===== config.mk =====
export PLATFORM = sky130hd
export DESIGN_NAME = jtcop_prot_bridge
export DESIGN_NICKNAME = d
export VERILOG_FILES = /design/src/rtl/jtcop_prot_bridge.sv
export SDC_FILE = /design/constraint.sdc
export NUM_CORES = 1
export LEC_CHECK = 0
export CORE_MARGIN = 2
export CORE_UTILIZATION = 42
export CTS_BUF_LIST = sky130_fd_sc_hd__clkbuf_8
export DETAILED_ROUTE_END_ITERATION = 16
export PLACE_DENSITY = 0.86
export REMOVE_ABC_BUFFERS = 1
export SYNTH_ARGS = -nofsm -noshare
export SYNTH_HDL_FRONTEND = slang
export SYNTH_SLANG_ARGS = --single-unit

===== constraint.sdc =====
create_clock -name clk -period 1.7 [get_ports clk]
set_clock_uncertainty 0.15 [all_clocks]
set_input_delay 0.255 -clock clk [delete_from_list [all_inputs] [get_ports clk]]
set_output_delay 0.255 -clock clk [all_outputs]
set_load 0.05 [all_outputs]

===== src/rtl/jtcop_prot_bridge.sv =====
// jtcop_prot_bridge: 68000-side bridge into the 2 kB protection mailbox RAM.
// Each 68000 bus cycle becomes one registered RAM access. The bridge adds
// WAIT_CYC wait cycles and then drives DTACK. It also raises the HuC6280
// mailbox IRQ when the 68000 writes the last mailbox byte (0x7FF).
//
// Optional feature: define JTCOP_PROT_IRQ_AUTOCLR_EN to make the IRQ clear
// itself IRQ_HOLD clocks after it was set, even if no ack arrives.
//
// Ports:
//   clk, rst_n        clock, synchronous active-low reset
//   main_cs/rnw/dsn   68000 select, read/not-write, data strobes (low lane only)
//   main_addr/dout    68000 word address and low write byte
//   main_din          read data {8'hFF, ram byte}
//   main_dtackn       DTACK, active low
//   shd_addr/dout/we  shared RAM address, write data, one-cycle write strobe
//   shd_din           shared RAM read data (one clk read latency)
//   huc_irqn          IRQ1_N to the HuC6280
//   huc_irq_ack       one-cycle ack from the protection side
module jtcop_prot_bridge #(
    parameter int unsigned WAIT_CYC = 1,
    parameter int unsigned IRQ_HOLD = 255
) (
    input  logic        clk,
    input  logic        rst_n,
    input  logic        main_cs,
    input  logic        main_rnw,
    input  logic [1:0]  main_dsn,
    input  logic [10:0] main_addr,
    input  logic [7:0]  main_dout,
    output logic [15:0] main_din,
    output logic        main_dtackn,
    output logic [10:0] shd_addr,
    output logic [7:0]  shd_dout,
    output logic        shd_we,
    input  logic [7:0]  shd_din,
    output logic        huc_irqn,
    input  logic        huc_irq_ack
);

    localparam int unsigned AW = 11;
    localparam int unsigned DW = 8;
    localparam int unsigned CW = 3;
    localparam int unsigned HW = 8;

    localparam logic [AW-1:0] MBOX_ADDR = AW'(11'h7FF);
    localparam logic [CW-1:0] WAIT_LOAD = CW'(WAIT_CYC - 1);

    typedef enum logic [1:0] {
        S_IDLE = 2'd0,
        S_ACC  = 2'd1,
        S_WAIT = 2'd2,
        S_DONE = 2'd3
    } state_t;

    state_t         state;
    state_t         state_nxt;
    logic [CW-1:0]  wait_cnt;
    logic           rnw_l;
    logic [DW-1:0]  din_lo;
    logic           irq_pend;

    logic           accept_c;
    logic           we_nxt_c;
    logic           cnt_ld_c;
    logic           cnt_dec_c;
    logic           cap_c;
    logic           dtackn_nxt_c;
    logic           irq_set_c;

    // Only the lower byte lane is wired to the RAM.
    logic           dsn_hi_unused;
    assign dsn_hi_unused = main_dsn[1];

    // State register
    always_ff @(posedge clk) begin
        if (!rst_n) state <= S_IDLE;
        else        state <= state_nxt;
    end

    // Next state; losing main_cs before DONE aborts straight back to IDLE
    always_comb begin
        state_nxt = state;
        case (state)
            S_IDLE: if (main_cs) state_nxt = S_ACC;
            S_ACC:  state_nxt = main_cs ? S_WAIT : S_IDLE;
            S_WAIT: begin
                if (!main_cs)              state_nxt = S_IDLE;
                else if (wait_cnt == '0)   state_nxt = S_DONE;
            end
            S_DONE: if (!main_cs) state_nxt = S_IDLE;
            default: state_nxt = S_IDLE;
        endcase
    end

    // Output decode: next values for the registered outputs and datapath strobes
    always_comb begin
        accept_c     = 1'b0;
        we_nxt_c     = 1'b0;
        cnt_ld_c     = 1'b0;
        cnt_dec_c    = 1'b0;
        cap_c        = 1'b0;
        dtackn_nxt_c = 1'b1;
        case (state)
            S_IDLE: begin
                accept_c = main_cs;
                // The strobe register loads on the accept edge, so the write is high during ACC
                we_nxt_c = main_cs & ~main_rnw & ~main_dsn[0];
            end
            S_ACC:  cnt_ld_c = main_cs;
            S_WAIT: begin
                if (main_cs) begin
                    if (wait_cnt == '0) begin
                        cap_c        = rnw_l;
                        dtackn_nxt_c = 1'b0;
                    end else begin
                        cnt_dec_c = 1'b1;
                    end
                end
            end
            S_DONE: dtackn_nxt_c = ~main_cs;
            default: ;
        endcase
    end

    assign irq_set_c = we_nxt_c & (main_addr == MBOX_ADDR);

    // Bus-side datapath and registered handshake outputs
    always_ff @(posedge clk) begin
        if (!rst_n) begin
            shd_we      <= 1'b0;
            main_dtackn <= 1'b1;
            shd_addr    <= '0;
            shd_dout    <= '0;
            rnw_l       <= 1'b1;
            wait_cnt    <= '0;
            din_lo      <= 8'hFF;
        end else begin
            shd_we      <= we_nxt_c;
            main_dtackn <= dtackn_nxt_c;
            if (accept_c) begin
                shd_addr <= main_addr;
                shd_dout <= main_dout;
                rnw_l    <= main_rnw;
            end
            if (cnt_ld_c)       wait_cnt <= WAIT_LOAD;
            else if (cnt_dec_c) wait_cnt <= wait_cnt - CW'(1);
            if (cap_c)          din_lo   <= shd_din;
        end
    end

    assign main_din = {8'hFF, din_lo};

`ifdef JTCOP_PROT_IRQ_AUTOCLR_EN
    logic [HW-1:0] irq_cnt;

    // Mailbox IRQ: a set (which wins over an ack) reloads the hold timer. The IRQ clears on ack or on timeout.
    always_ff @(posedge clk) begin
        if (!rst_n) begin
            irq_pend <= 1'b0;
            irq_cnt  <= '0;
        end else if (irq_set_c) begin
            irq_pend <= 1'b1;
            irq_cnt  <= HW'(IRQ_HOLD);
        end else if (irq_pend) begin
            if (huc_irq_ack || (irq_cnt <= HW'(1))) begin
                irq_pend <= 1'b0;
                irq_cnt  <= '0;
            end else begin
                irq_cnt  <= irq_cnt - HW'(1);
            end
        end
    end
`else
    logic [HW-1:0] irq_hold_unused;
    assign irq_hold_unused = HW'(IRQ_HOLD);

    // Mailbox IRQ: set by the 0x7FF write (set wins), cleared only by the protection-side ack
    always_ff @(posedge clk) begin
        if (!rst_n)          irq_pend <= 1'b0;
        else if (irq_set_c)  irq_pend <= 1'b1;
        else if (huc_irq_ack) irq_pend <= 1'b0;
    end
`endif

    // IRQ output register
    always_ff @(posedge clk) begin
        if (!rst_n) huc_irqn <= 1'b1;
        else        huc_irqn <= ~irq_pend;
    end

endmodule


# Yosys cells after proc, flatten, opt, wreduce, memory -nomap -nowiden
# Index checks and enable logic that the tools add are counted.
[totals]
reg_bits = 37
wordCells = 50
inputBits = 34
out_inout_bits = 38
[classes]
bitwise = 8
eq_ne = 7
addsub = 1
n_mux = 19
n_reduce_logical = 5
[op_table]
columns = ["op", "n"]
rows = [
  ["$mux 1", 12],
  ["$eq 11x11->1 const B", 1],
  ["$mux 2", 5],
  ["$pmux 2 s4", 1],
  ["$not 1->1", 5],
  ["$eq 2x2->1 const B", 2],
  ["$ne 2x2->1 const B", 2],
  ["$and 1x1->1", 3],
  ["$logic_not 3->1", 1],
  ["$ne 3x3->1 const B", 1],
  ["$reduce_and 3->1", 1],
  ["$sub 3x1->3 const B", 1],
  ["$eq 2x1->1 const B", 1],
  ["$logic_not 2->1", 1],
  ["$pmux 1 s2", 1],
  ["$reduce_bool 2->1", 1],
  ["$reduce_or 2->1", 1],
]

# Depth between registers and ports, before layout
[depth]
ltp_word = 6
mapped_depth = 6
ltp_nobuf = 5

# Least setup slack after synthesis
# No wires, ideal clock.
[synth_timing]
path_kind = "register to register"
from = "reg wait_cnt[0]"
to = "reg wait_cnt[2]"
setup_ns = 0.072
arrival_time_ns = 1.271
path_slack_ns = 0.207
synth_period_minus_slack_ns = 1.493
stages_incl_launch_ff = 6
required_ns = 1.478
cell_sequence = "dfxtp_1 inv_1 ha_1 nor2b_1 nor4b_1 mux2i_1"
[synth_between]
elab_chain_cells = 4
[synth_rtl]
columns = ["element", "line_no", "rtl"]
rows = [
  ["start, declared", "57", "logic [CW-1:0] wait_cnt;"],
  ["start signal, assigned", "146", "else if (cnt_dec_c) wait_cnt <= wait_cnt - CW'(1);"],
  ["$logic_not 3->1", "112", "if (wait_cnt == '0) begin"],
  ["$mux 1", "112", ""],
  ["$mux 1", "111", "if (main_cs) begin"],
  ["$mux 1", "103", "case (state)"],
]
# Several ways; a longest one is shown, not always the timed one.
# A chain may end at the register's enable or synchronous reset.

# Worst setup path after layout
[layout_timing]
from = "reg wait_cnt[0]"
to = "reg wait_cnt[0]"
# The elaborated chain is that of the path after synthesis.

==> impl_metrics.tcl <==
set metrics [dict create \
    outcome "finished clean" \
    crit_path_cell_trace "inv_1, ha_1, nor2b_2, or4_1, a21oi_1" \
    netlist_area_mm2 0.00152 \
    clkPwrFrac_pct 30.1 \
    drv_cap 0 \
    hold_slack_ns 0.241 \
    period_share_pct 92.1 \
    drv_slew 0 \
    rows 21 \
    power_switching_mw 0.570 \
    diodes 0 \
    area_delta_synth_final_pct 47.0 \
    first_pass_iters 4 \
    finalWirelength_um 3370 \
    dpl_cell_area_mm2 0.00213 \
    fill_cells 291 \
    via_per_inst 4.80 \
    port_buffers 62 \
    rsz0062_at_grt "false" \
    netlist-cell-type-count 29 \
    synthFlopType "dfxtp_1" \
    setup_viol 0 \
    min_path_cells 1 \
    postSynth.asyncResetShare_pct 0 \
    fin_nets 276 \
    path_clk_slew_ns 0.07 \
    reg2reg_depth 5 \
    hold_start "irq_pend$_SDFFE_PN0P_" \
    dr_wl_met3_um 199 \
    ctsLongestPathBuffers 2 \
    worstReg2RegEnd "wait_cnt[0]$_SDFFE_PP0P_" \
    required_ns 1.76 \
    pin_count 72 \
    yosysWarnings 0 \
    cts_made_buffers 5 \
    swShare_pct 29.0 \
    cts_tree "yes" \
    grtUsageTotal_pct 17.7 \
    drive_above_1_share_pct 20.0 \
    pwr-share-seq_pct 47.4 \
    gr-total-overflow 0 \
    wire_per_inst_um 11.8 \
    dieHeight_um 64.1 \
    core_area_mm2 0.00339 \
    cts_setup_buffers 0 \
    clockRootBuffer "clkbuf_8" \
    ant_nets 0 \
    pwr-share-comb_pct 22.5 \
    grt_pass1_wl_um 5690 \
    end_kind "flip-flop" \
    grt_start_max_net_pins 30 \
    crit_buf_inv 1 \
    drc_errors 0 \
    pwr_density_cell_mw_per_mm2 881 \
    ir_worst_vdd_uv 543 \
    cp.depth 5 \
    place_congestion 0.783 \
    regToRegSetupSlack_ns 0.13 \
    worstPathArrival_ns 1.63 \
    synth_edf_count 0 \
    reg2reg_from "wait_cnt[0]$_SDFFE_PP0P_" \
    cts.sinks 37 \
    antenna_found_initial 0 \
    dpl.hpwl_um 2480 \
    design_area_mm2 0.00223 \
    fin_crit_ns 1.57 \
    crit_path_start_kind "flip-flop" \
    synth_seq_area_share_pct 48.8 \
    synth.avg_cell_area_um2 8.62 \
    dieArea_mm2 0.00411 \
    power_leakage_nw 0.899 \
    ctsResizeCount 0 \
    fmax_mhz 639 \
    hold_path_class "reg -> reg" \
    start_util_pct 44.7 \
    yosys_register_bits 37 \
    cp_max_fo 6 \
    highest_layer "met4" \
    syn-instance-count 176 \
    grt_pass1_vias 1325 \
    vias 1373 \
    first_iter_violations 67 \
    crit_family "simple AND/OR/NAND/NOR gates" \
    p_int_mw 1.39 \
    wl_met1_um 1500 \
    htreeDepth 2 \
    hold_viol 0 \
    critPathMaxStageDelay_ns 0.40 \
    crit_type "reg -> reg" \
    holdPathEnd "huc_irqn$_SDFF_PN1_" \
    fp.dieW_um 64.1 \
    hold_buffers 0 \
    dr_wl_met2_um 1580 \
    clk_latency_ns 0.28 \
    critPathSlowestCell "or4_1" \
]
metal layers:
| metal | up-vias | track usage [%] |
|---|---|---|
| li1 | 711 | - |
| met1 | 614 | 20.9 |
| met2 | 40 | 29.7 |
| met3 | 8 | 4.93 |
| met4 | 0 | 8.24 |
| met5 | - | 0 |
final cells by class:
class | instances | area, µm² | share of cell area [%]
Sequential cell | 37 | 742 | 33.3
Inverter | 2 | 7.51 | 0.337
Multi-Input combinational cell | 125 | 701 | 31.4
Clock buffer | 6 | 82.6 | 3.70
Tap cell | 46 | 57.6 | 2.58
Clock inverter | 1 | 3.75 | 0.168
Timing Repair Buffer | 69 | 636 | 28.5
power groups by stage:
stage	logic, mW	registers [mW]	clock network, mW
2_1_floorplan	0.129	1.06	0
3_3_place_gp	0.440	0.948	0
3_5_place_dp	0.443	0.950	0
4_1_cts	0.444	0.930	0.608
5_1_grt	0.470	0.935	0.668
6_report	0.443	0.931	0.592
through the flow:
| step | total power, mW | setup slack, ns | TNS [ns] | utilization (%) | instances |
|---|---|---|---|---|---|
| CTS | 1.98 | 0.0662 | 0 | 65.5 | 286 |
| global placement | 1.39 | -0.132 | -2.72 | 62.9 | 279 |
| detailed placement | 1.39 | -0.158 | -3.04 | 62.9 | 279 |
| global route | 2.07 | 0.00699 | 0 | 65.8 | 286 |
| finish | 1.97 | 0.134 | 0 | 65.8 | 286 |
| floorplan | 1.19 | -0.283 | -5.66 | - | 164 |
placed cells by master (no fill, tap or decap), types with 2 or more instances in the layout:
cell type and count:
or4_1 2, o31ai_1 2, nand2_1 44, nand3_1 19, buf_12 3, inv_1 3
clkdlybuf4s50_1 32, nand3b_1 2, a21boi_1 19, clkbuf_8 6, o21ai_1 9, a21oi_1 2
conb_1 8, nand4_1 2, ha_1 2, dfxtp_1 36, buf_4 34
kinds of logic (layout without fill, tap and decap cells):
logic type / Yosys count / in the layout / share of synthesized area [%]
other: 1 / 8 / 0.247
DFF: 37 / 37 / 48.8
buffers and inverters: 21 / 78 / 7.59
adders and majority gates: 2 / 2 / 1.65
muxes: 1 / 1 / 0.660
and+or+nand+nor: 80 / 80 / 25.8
AOI/OAI and AO/OA: 34 / 34 / 15.2
flip-flops by register name, summed over array words and instances, names as in the netlist:
register and count:
shd_addr 11, din_lo 8, shd_dout 8, wait_cnt 3
state 2, huc_irqn 1, irq_pend 1, main_dtackn 1
rnw_l 1, shd_we 1
how the worst max path moves through the flow:
stage | end | slack, ns | from
finish | wait_cnt[0]$_SDFFE_PP0P_ | 0.13 | wait_cnt[0]$_SDFFE_PP0P_
global route | wait_cnt[0]$_SDFFE_PP0P_ | 0.007 | main_cs
CTS | wait_cnt[2]$_SDFFE_PP0P_ | 0.07 | wait_cnt[0]$_SDFFE_PP0P_
detailed placement | shd_dout[5]$_SDFFE_PN0P_ | -0.16 | main_cs
global placement | shd_addr[9]$_SDFFE_PN0P_ | -0.13 | main_cs
floorplan | shd_addr[0]$_SDFFE_PN0P_ | -0.28 | state[0]$_SDFFE_PN0P_
synthesized netlist by cell type, types with 2 or more instances:
| cell | instances | area [µm²] |
|---|---|---|
| nand4_1 | 2 | 12.5 |
| buf_2 | 5 | 25.0 |
| nand3b_1 | 2 | 15.0 |
| inv_1 | 2 | 7.51 |
| buf_4 | 8 | 60.1 |
| clkbuf_1 | 6 | 22.5 |
| a21oi_1 | 2 | 10.0 |
| ha_1 | 2 | 25.0 |
| nand2_1 | 44 | 165 |
| o31ai_1 | 2 | 15.0 |
| or4_1 | 2 | 15.0 |
| nor2b_1 | 2 | 12.5 |
| a21boi_1 | 19 | 143 |
| o21ai_1 | 9 | 45.0 |
| nand3_1 | 19 | 95.1 |
| dfxtp_1 | 37 | 741 |
(Power assumes the default switching activity.)
